**src/rtl/vend_fsm_multi.sv**
```systemverilog
// ----------------------------------------------------------------------------
// vend_fsm_multi
//   Multi-product vending controller. Accumulates coin credit up to
//   CREDIT_MAX, vends one of NUM_ITEMS products when a one-hot select is
//   affordable, and pays back any remaining credit (or the whole credit on
//   cancel) one coin unit per cycle.
//
// Parameters
//   NUM_ITEMS   number of selectable products (1..8)
//   CW          credit/price width in bits
//   CREDIT_MAX  maximum credit in coin units
//   PRICES      packed prices, price of item i = PRICES[i*CW +: CW], each >= 1
//
// Ports
//   clk         rising-edge system clock
//   rst_n       synchronous active-low reset
//   i_coin      one-cycle pulse, insert one coin unit
//   i_sel       one-cycle product select, one-hot
//   i_cancel    one-cycle pulse, refund all credit
//   o_led       item i affordable while accepting input (combinational)
//   o_vend      one-cycle dispense pulse for item i (registered)
//   o_change    one-cycle pulse per returned coin unit (registered)
//   o_coin_rej  one-cycle pulse, coin not accepted (registered)
//   o_busy      high while vending or paying back change (registered)
//   o_credit    current credit (registered)
//   o_bcd       {tens, ones} BCD of o_credit (combinational)
// ----------------------------------------------------------------------------
module vend_fsm_multi #(
  parameter int                          NUM_ITEMS  = 2,
  parameter int                          CW         = 4,
  parameter int                          CREDIT_MAX = 9,
  parameter logic [NUM_ITEMS*CW-1:0]     PRICES     = {4'd3, 4'd2}
) (
  input  logic                 clk,
  input  logic                 rst_n,
  input  logic                 i_coin,
  input  logic [NUM_ITEMS-1:0] i_sel,
  input  logic                 i_cancel,
  output logic [NUM_ITEMS-1:0] o_led,
  output logic [NUM_ITEMS-1:0] o_vend,
  output logic                 o_change,
  output logic                 o_coin_rej,
  output logic                 o_busy,
  output logic [CW-1:0]        o_credit,
  output logic [7:0]           o_bcd
);

  typedef enum logic [1:0] {
    ST_IDLE   = 2'd0,
    ST_CREDIT = 2'd1,
    ST_VEND   = 2'd2,
    ST_CHANGE = 2'd3
  } state_t;

  localparam logic [CW-1:0] CREDIT_MAX_C = CW'(CREDIT_MAX);
  localparam logic [CW-1:0] ONE_C        = CW'(1);
  localparam logic [CW-1:0] ZERO_C       = CW'(0);

  state_t                 state_r;
  logic [CW-1:0]          credit_r;
  logic [CW-1:0]          sel_price_s;
  logic                   sel_onehot_s;
  logic                   sel_valid_s;
  logic                   accepting_s;
  logic [NUM_ITEMS-1:0]   led_s;

  // Binary credit to two BCD digits; credit never exceeds 99.
  function automatic logic [7:0] to_bcd(input logic [CW-1:0] value);
    logic [31:0] wide;
    logic [3:0]  tens;
    logic [3:0]  ones;
    wide = 32'(value);
    tens = 4'(wide / 32'd10);
    ones = 4'(wide % 32'd10);
    return {tens, ones};
  endfunction

  assign accepting_s  = (state_r == ST_IDLE) || (state_r == ST_CREDIT);
  assign sel_onehot_s = $onehot(i_sel);

  // Price of the selected item; only meaningful when the select is one-hot.
  always_comb begin
    sel_price_s = ZERO_C;
    for (int i = 0; i < NUM_ITEMS; i++) begin
      sel_price_s = i_sel[i] ? PRICES[i*CW +: CW] : sel_price_s;
    end
  end

  assign sel_valid_s = sel_onehot_s && (credit_r >= sel_price_s);

  // Affordability LEDs, suppressed while vending or paying change.
  always_comb begin
    led_s = '0;
    for (int i = 0; i < NUM_ITEMS; i++) begin
      led_s[i] = accepting_s ? (credit_r >= PRICES[i*CW +: CW]) : 1'b0;
    end
  end

  assign o_led    = led_s;
  assign o_credit = credit_r;
  assign o_bcd    = to_bcd(credit_r);

  // Main controller: state, credit and all registered pulse outputs.
  always_ff @(posedge clk) begin
    if (!rst_n) begin
      state_r    <= ST_IDLE;
      credit_r   <= ZERO_C;
      o_vend     <= '0;
      o_change   <= 1'b0;
      o_coin_rej <= 1'b0;
      o_busy     <= 1'b0;
    end else begin
      o_vend     <= '0;
      o_change   <= 1'b0;
      o_coin_rej <= 1'b0;
      case (state_r)
        ST_IDLE, ST_CREDIT: begin
          if (i_cancel) begin
            // A coin arriving with cancel is never banked.
            o_coin_rej <= i_coin;
            if (credit_r != ZERO_C) begin
              state_r <= ST_CHANGE;
              o_busy  <= 1'b1;
            end else begin
              state_r <= ST_IDLE;
              o_busy  <= 1'b0;
            end
          end else if (sel_valid_s) begin
            o_coin_rej <= i_coin;
            credit_r   <= credit_r - sel_price_s;
            o_vend     <= i_sel;
            state_r    <= ST_VEND;
            o_busy     <= 1'b1;
          end else if (i_coin) begin
            if (credit_r < CREDIT_MAX_C) begin
              credit_r <= credit_r + ONE_C;
              state_r  <= ST_CREDIT;
            end else begin
              o_coin_rej <= 1'b1;
            end
          end else begin
            state_r <= state_r;
          end
        end
        ST_VEND: begin
          o_coin_rej <= i_coin;
          if (credit_r != ZERO_C) begin
            state_r <= ST_CHANGE;
            o_busy  <= 1'b1;
          end else begin
            state_r <= ST_IDLE;
            o_busy  <= 1'b0;
          end
        end
        ST_CHANGE: begin
          o_coin_rej <= i_coin;
          if (credit_r != ZERO_C) begin
            o_change <= 1'b1;
            credit_r <= credit_r - ONE_C;
            // Leave on the same edge that pays out the last unit.
            if (credit_r == ONE_C) begin
              state_r <= ST_IDLE;
              o_busy  <= 1'b0;
            end else begin
              state_r <= ST_CHANGE;
              o_busy  <= 1'b1;
            end
          end else begin
            state_r <= ST_IDLE;
            o_busy  <= 1'b0;
          end
        end
        default: begin
          state_r  <= ST_IDLE;
          credit_r <= ZERO_C;
          o_busy   <= 1'b0;
        end
      endcase
    end
  end

endmodule

```
**config.mk**
```make
export PLATFORM = sky130hd
export DESIGN_NAME = vend_fsm_multi
export DESIGN_NICKNAME = d
export VERILOG_FILES = /design/src/rtl/vend_fsm_multi.sv
export SDC_FILE = /design/constraint.sdc
export NUM_CORES = 1
export LEC_CHECK = 0
export CAP_MARGIN = 0
export CORE_MARGIN = 1.5
export CORE_UTILIZATION = 60
export CTS_CLUSTER_DIAMETER = 150
export DETAILED_ROUTE_END_ITERATION = 6
export DONT_BUFFER_PORTS = 1
export GPL_ROUTABILITY_DRIVEN = 1
export PLACE_DENSITY = 0.76
export SLEW_MARGIN = 20
export SYNTH_ARGS = -nofsm -noshare
export SYNTH_HDL_FRONTEND = slang
export SYNTH_SLANG_ARGS = --single-unit
```
**constraint.sdc**
```tcl
create_clock -name clk -period 3.05 [get_ports clk]
set_input_delay 0 -clock clk [delete_from_list [all_inputs] [get_ports clk]]
set_output_delay 0 -clock clk [all_outputs]
set_load 0.01 [all_outputs]
```
==> Word level (Yosys, flattened, before mapping) <==
Cells that the tools add are included.
{ "word_totals": {"output_inout_bits": 19, "regBits": 11, "elab_cells": 71} }
{ "op_classes": {"bitwise": 3, "muxes": 29, "reduce_logical": 11, "eq_ne": 12, "div_mod_pow": 2, "addsub": 4, "order_cmp": 4} }
{ "ops": {"columns": ["operator", "count"], "rows": [
  ["$div A4 B4 Y32 const B", 1],
  ["$mod A4 B4 Y32 const B", 1],
  ["$mux W4", 5],
  ["$mux W2", 9],
  ["$mux W1", 11],
  ["$ne A3 B3 Y1 const B", 3],
  ["$ge A4 B2 Y1 const B", 2],
  ["$ne A4 B4 Y1 const B", 2],
  ["$pmux W4 S2", 1],
  ["$pmux W2 S3", 1],
  ["$reduce_and A5 Y1", 1],
  ["$add A4 B1 Y4 const B", 1],
  ["$eq A2 B1 Y1 const B", 2],
  ["$eq A2 B2 Y1 const B", 2],
  ["$eq A4 B1 Y1 const B", 1],
  ["$ge A4 B2 Y1", 1],
  ["$lt A4 B4 Y1 const B", 1],
  ["$ne A2 B2 Y1 const B", 2],
  ["$reduce_and A2 Y1", 2],
  ["$reduce_bool A4 Y1", 1],
  ["$reduce_or A2 Y1", 2],
  ["$reduce_or A4 Y1", 1],
  ["$sub A4 B1 Y4 const B", 1],
  ["$sub A4 B2 Y4", 1],
  ["8 further kinds", 10]
]} }

==> Longest topological paths before layout <==
{ "depth": {"word_depth": 7, "mapped_depth": 9, "depth_no_buf": 9} }

==> Worst setup path before layout <==
Ideal clock, no wire load.
{ "synth_timing": {"path_type": "reg2reg", "start": "reg credit_r[0] (netlist: o_credit[0])", "end": "reg credit_r[3] (netlist: o_credit[3])", "slack_ns": 0.642, "synth_period_minus_slack_ns": 2.408, "required_time_ns": 2.978, "path_stages_with_launch": 9, "t_arrival_ns": 2.336, "path_cell_list": "dfxtp_1 > inv_1 > ha_1 > fa_1 > inv_1 > o21ai_4 > or4_1 > a311oi_2 > mux2i_1"} }
{ "synth_via": {"elab_chain_len": 6, "word_cells_on_any_way": 17, "classes_between": "3 x add/sub; 2 x order compare; 3 x eq/ne; 6 x mux; 3 x reduce/logical"} }
{ "synth_lines": {"columns": ["item", "line_no", "rtl"], "rows": [
  ["start, declared", "60", "logic [CW-1:0] credit_r;"],
  ["start signal, assigned", "130", "credit_r <= credit_r - sel_price_s;"],
  ["start signal, assigned", "136", "credit_r <= credit_r + ONE_C;"],
  ["start signal, assigned", "159", "credit_r <= credit_r - ONE_C;"],
  ["$add A4 B1 Y4", "136", null],
  ["$mux W4", "135", "if (credit_r < CREDIT_MAX_C) begin"],
  ["$mux W4", "134", "end else if (i_coin) begin"],
  ["$mux W4", "128", "end else if (sel_valid_s) begin"],
  ["$mux W4", "118", "if (i_cancel) begin"],
  ["$pmux W4 S2", "116", "case (state_r)"]
]} }
Parallel ways exist; a longest one is shown, timed or not. The select of a mux whose other input is x is not followed.
A chain may end at the register's enable or synchronous reset.

==> Worst setup path after layout <==
{ "layout_timing": {"start": "reg credit_r[1] (netlist: o_credit[1])", "end": "reg credit_r[3] (netlist: o_credit[3])"} }
Same word-level chain as after synthesis.

==> impl_metrics.toml <==
[synth]
synth_top_area_share_pct = 25.00
synth_flop_cell = "dfxtp_1"
synth-async-reset-ratio_pct = 0
ys_ff_latch = 11
yosys.area_share.adder_pct = 17.90
synth_simple_gate_area_share_pct = 18.04
synth_largest_area_cell = "dfxtp_1"
syn_area_sq_um = 880.8
syn_avg_cell_area_sq_um = 8.389
synth_compound_area_share_pct = 25.14
yosys-top-cells-count = "dfxtp_1 (11), ha_1 (11), nand2_1 (11), a21oi_1 (10), inv_1 (9)"
synth_top_family_by_area = "compound AO/OA/AOI/OAI gates"
synth_edf_count = 0
synthMuxAreaShare_pct = 4.830
synth-xor-area-share_pct = 0
ys_warn_count = 0
yosysSeqAreaShare_pct = 25.00
synth.top_cells.by_area = "dfxtp_1 (25%), ha_1 (16%), a21oi_1 (5.7%), nand2_1 (4.7%), inv_1 (3.8%)"
synth_cell_types = 35
synthCells = 105

[critical_path]
crit_path_end_kind = "flip-flop"
crit_required_ns = 3.26
start_kind = "flip-flop"
path_class = "flip-flop to flip-flop"
cp_max_fo = 8
cp.arrival_ns = 2.74

[finish]
post-route-util_pct = 71.86
fin_nets = 130
areaGrowthSynthToFinish_pct = 8.807
fillers = 117
layout-drive-gt1-share_pct = 9.009
final_area_sq_um = 958.4
diodes = 0

[clock_tree]
clock_path_buffers = 2
htreeDepth = 1
cts_sinks = 11
cts.clk_slew.worst_paths_ns = 0.07
cts_tree = "done"
clk_latency_ns = 0.27
numCtsBuffers = 3
root_buffer = "clkbuf_4"

[sta]
fin_ws_ns = 0.5221
finalHoldViolations = 0
setup_viol_count_final = 0
fmax_ghz = 0.3956
fin_skew_ns = 0.0009567
hold_ws_ns = 0.02330
fin_crit_sh_pct = 82.88
rsz0062_at_grt = "no"
finalMaxSlewViolations = 0
finalSetupTns_ns = 0
min_period_ns = 2.528

[placed_design]
io_buffers = 0
hpwlAfterDp_mm = 1.388
place_area_sq_um = 872.1
preCtsSetupSlack_ns = 0.5411
place_congestion = 0.8847

[routing]
routedWlPerCell_um = 15.38
vias = 763
final_antenna_net_count = 0
drtIter0Drc = 16
drc = 0
first_pass_iters = 4
finalWirelength_mm = 1.938
via_per_inst = 6.056

[grt]
antenna_found_initial = 0
grt_usage_pct = 26.42
grt_pass1_vias = 662
grt_pass1_wl_mm = 2.842
grt_max_degree = 12
overflow = 0

[run_status]
outcome = "complete, no violations"

[hold_path]
hp-class = "input port to flip-flop"

[floorplanning]
coreArea_sq_um = 1334
die_w_um = 41.32
die_area_sq_um = 1707
rows = 13
die_h_um = 41.32
io_pins = 25
initial_core_util_pct = 66.04

[power_and_ir_drop]
power.leakage_nw = 0.4060
p_per_area_nw_per_um2 = 767.0
vdd_drop_max_mv = 0.4398

[job]
cap_violations = 0
==> layout make-up <==
type	count	area, sq um	share of cell area (%)
tap	15	18.77	1.958
timing repair buffer	7	67.56	7.050
inverter	9	33.78	3.525
multi-input combinational	80	591.8	61.75
clock buffer	4	26.28	2.742
sequential	11	220.2	22.98
==> power by group <==
part	total, mW	internal, mW	switching, mW
Sequential	0.247	0.178	0.0686
Combinational	0.387	0.160	0.227
Clock	0.101	0.0507	0.0502
Total	0.735	0.389	0.346
==> final timing paths <==
check               from          end  slack [ns]  depth (start not counted)
max          o_credit[1]  o_credit[3]        0.52                          7
min                rst_n   state_r[0]        0.02                          3
max reg2reg  o_credit[1]  o_credit[3]        0.52                          7
min reg2reg       o_busy       o_busy        0.62                          2
==> layer usage <==
layer / track usage [%] / wire length, um
met1: 31.07 / 908
met2: 44.53 / 870
met3: 8.511 / 137
met4: 9.677 / 22
met5: 0 / 0
==> logic make-up (layout without fill, tap and decap cells) <==
family                   Yosys count  after routing
adder cells (fa/ha/maj)           12             12
multiplexers                       4              4
AO/OA/AOI/OAI                     27             27
buffers and inverters             16             20
flip-flops                        11             11
other                              1              3
AND/OR/NAND/NOR                   34             34
==> sequential cells by signal, summed over array words and instances (netlist names) <==
register	cells
o_busy	1
o_vend	2
o_coin_rej	1
o_credit	4
o_change	1
state_r	2
==> placed cells by master, fill, tap and decap left out, types with 2 or more instances in the layout <==
cell,Yosys,layout
nor3_1,6,6
dlygate4sd3_1,0,6
dfxtp_1,11,11
inv_1,9,9
and2_1,2,2
o21ai_0,3,3
mux2i_1,2,2
a221o_1,2,2
clkbuf_4,0,3
nand3_1,2,2
mux2_2,2,2
nand2_1,11,11
ha_1,11,11
a21oi_1,10,10
conb_1,1,3
nor2_1,8,8
==> per-stage QoR <==
stage	power (mW)	instances
after floorplan	0.5562	107
after global placement	0.6159	116
after detailed placement	0.6259	116
after CTS	0.7379	126
after global routing	0.8052	126
final	0.7351	126
==> critical path: stages (launching register included) <==
cell and delay [ns]:
dfxtp_1 0.52, inv_1 0.25, fa_1 0.45, inv_1 0.14
o21ai_4 0.11, or4_1 0.49, a311oi_2 0.30, mux2i_1 0.20
==> repair_timing <==
action	4_1_cts	5_1_grt
hold buffers	6	0
setup endpoints to repair	0	0
gates resized for setup	0	0
setup buffers	0	0
hold endpoints to repair	11	0
No activity file was read; power rests on OpenSTA's default activity.
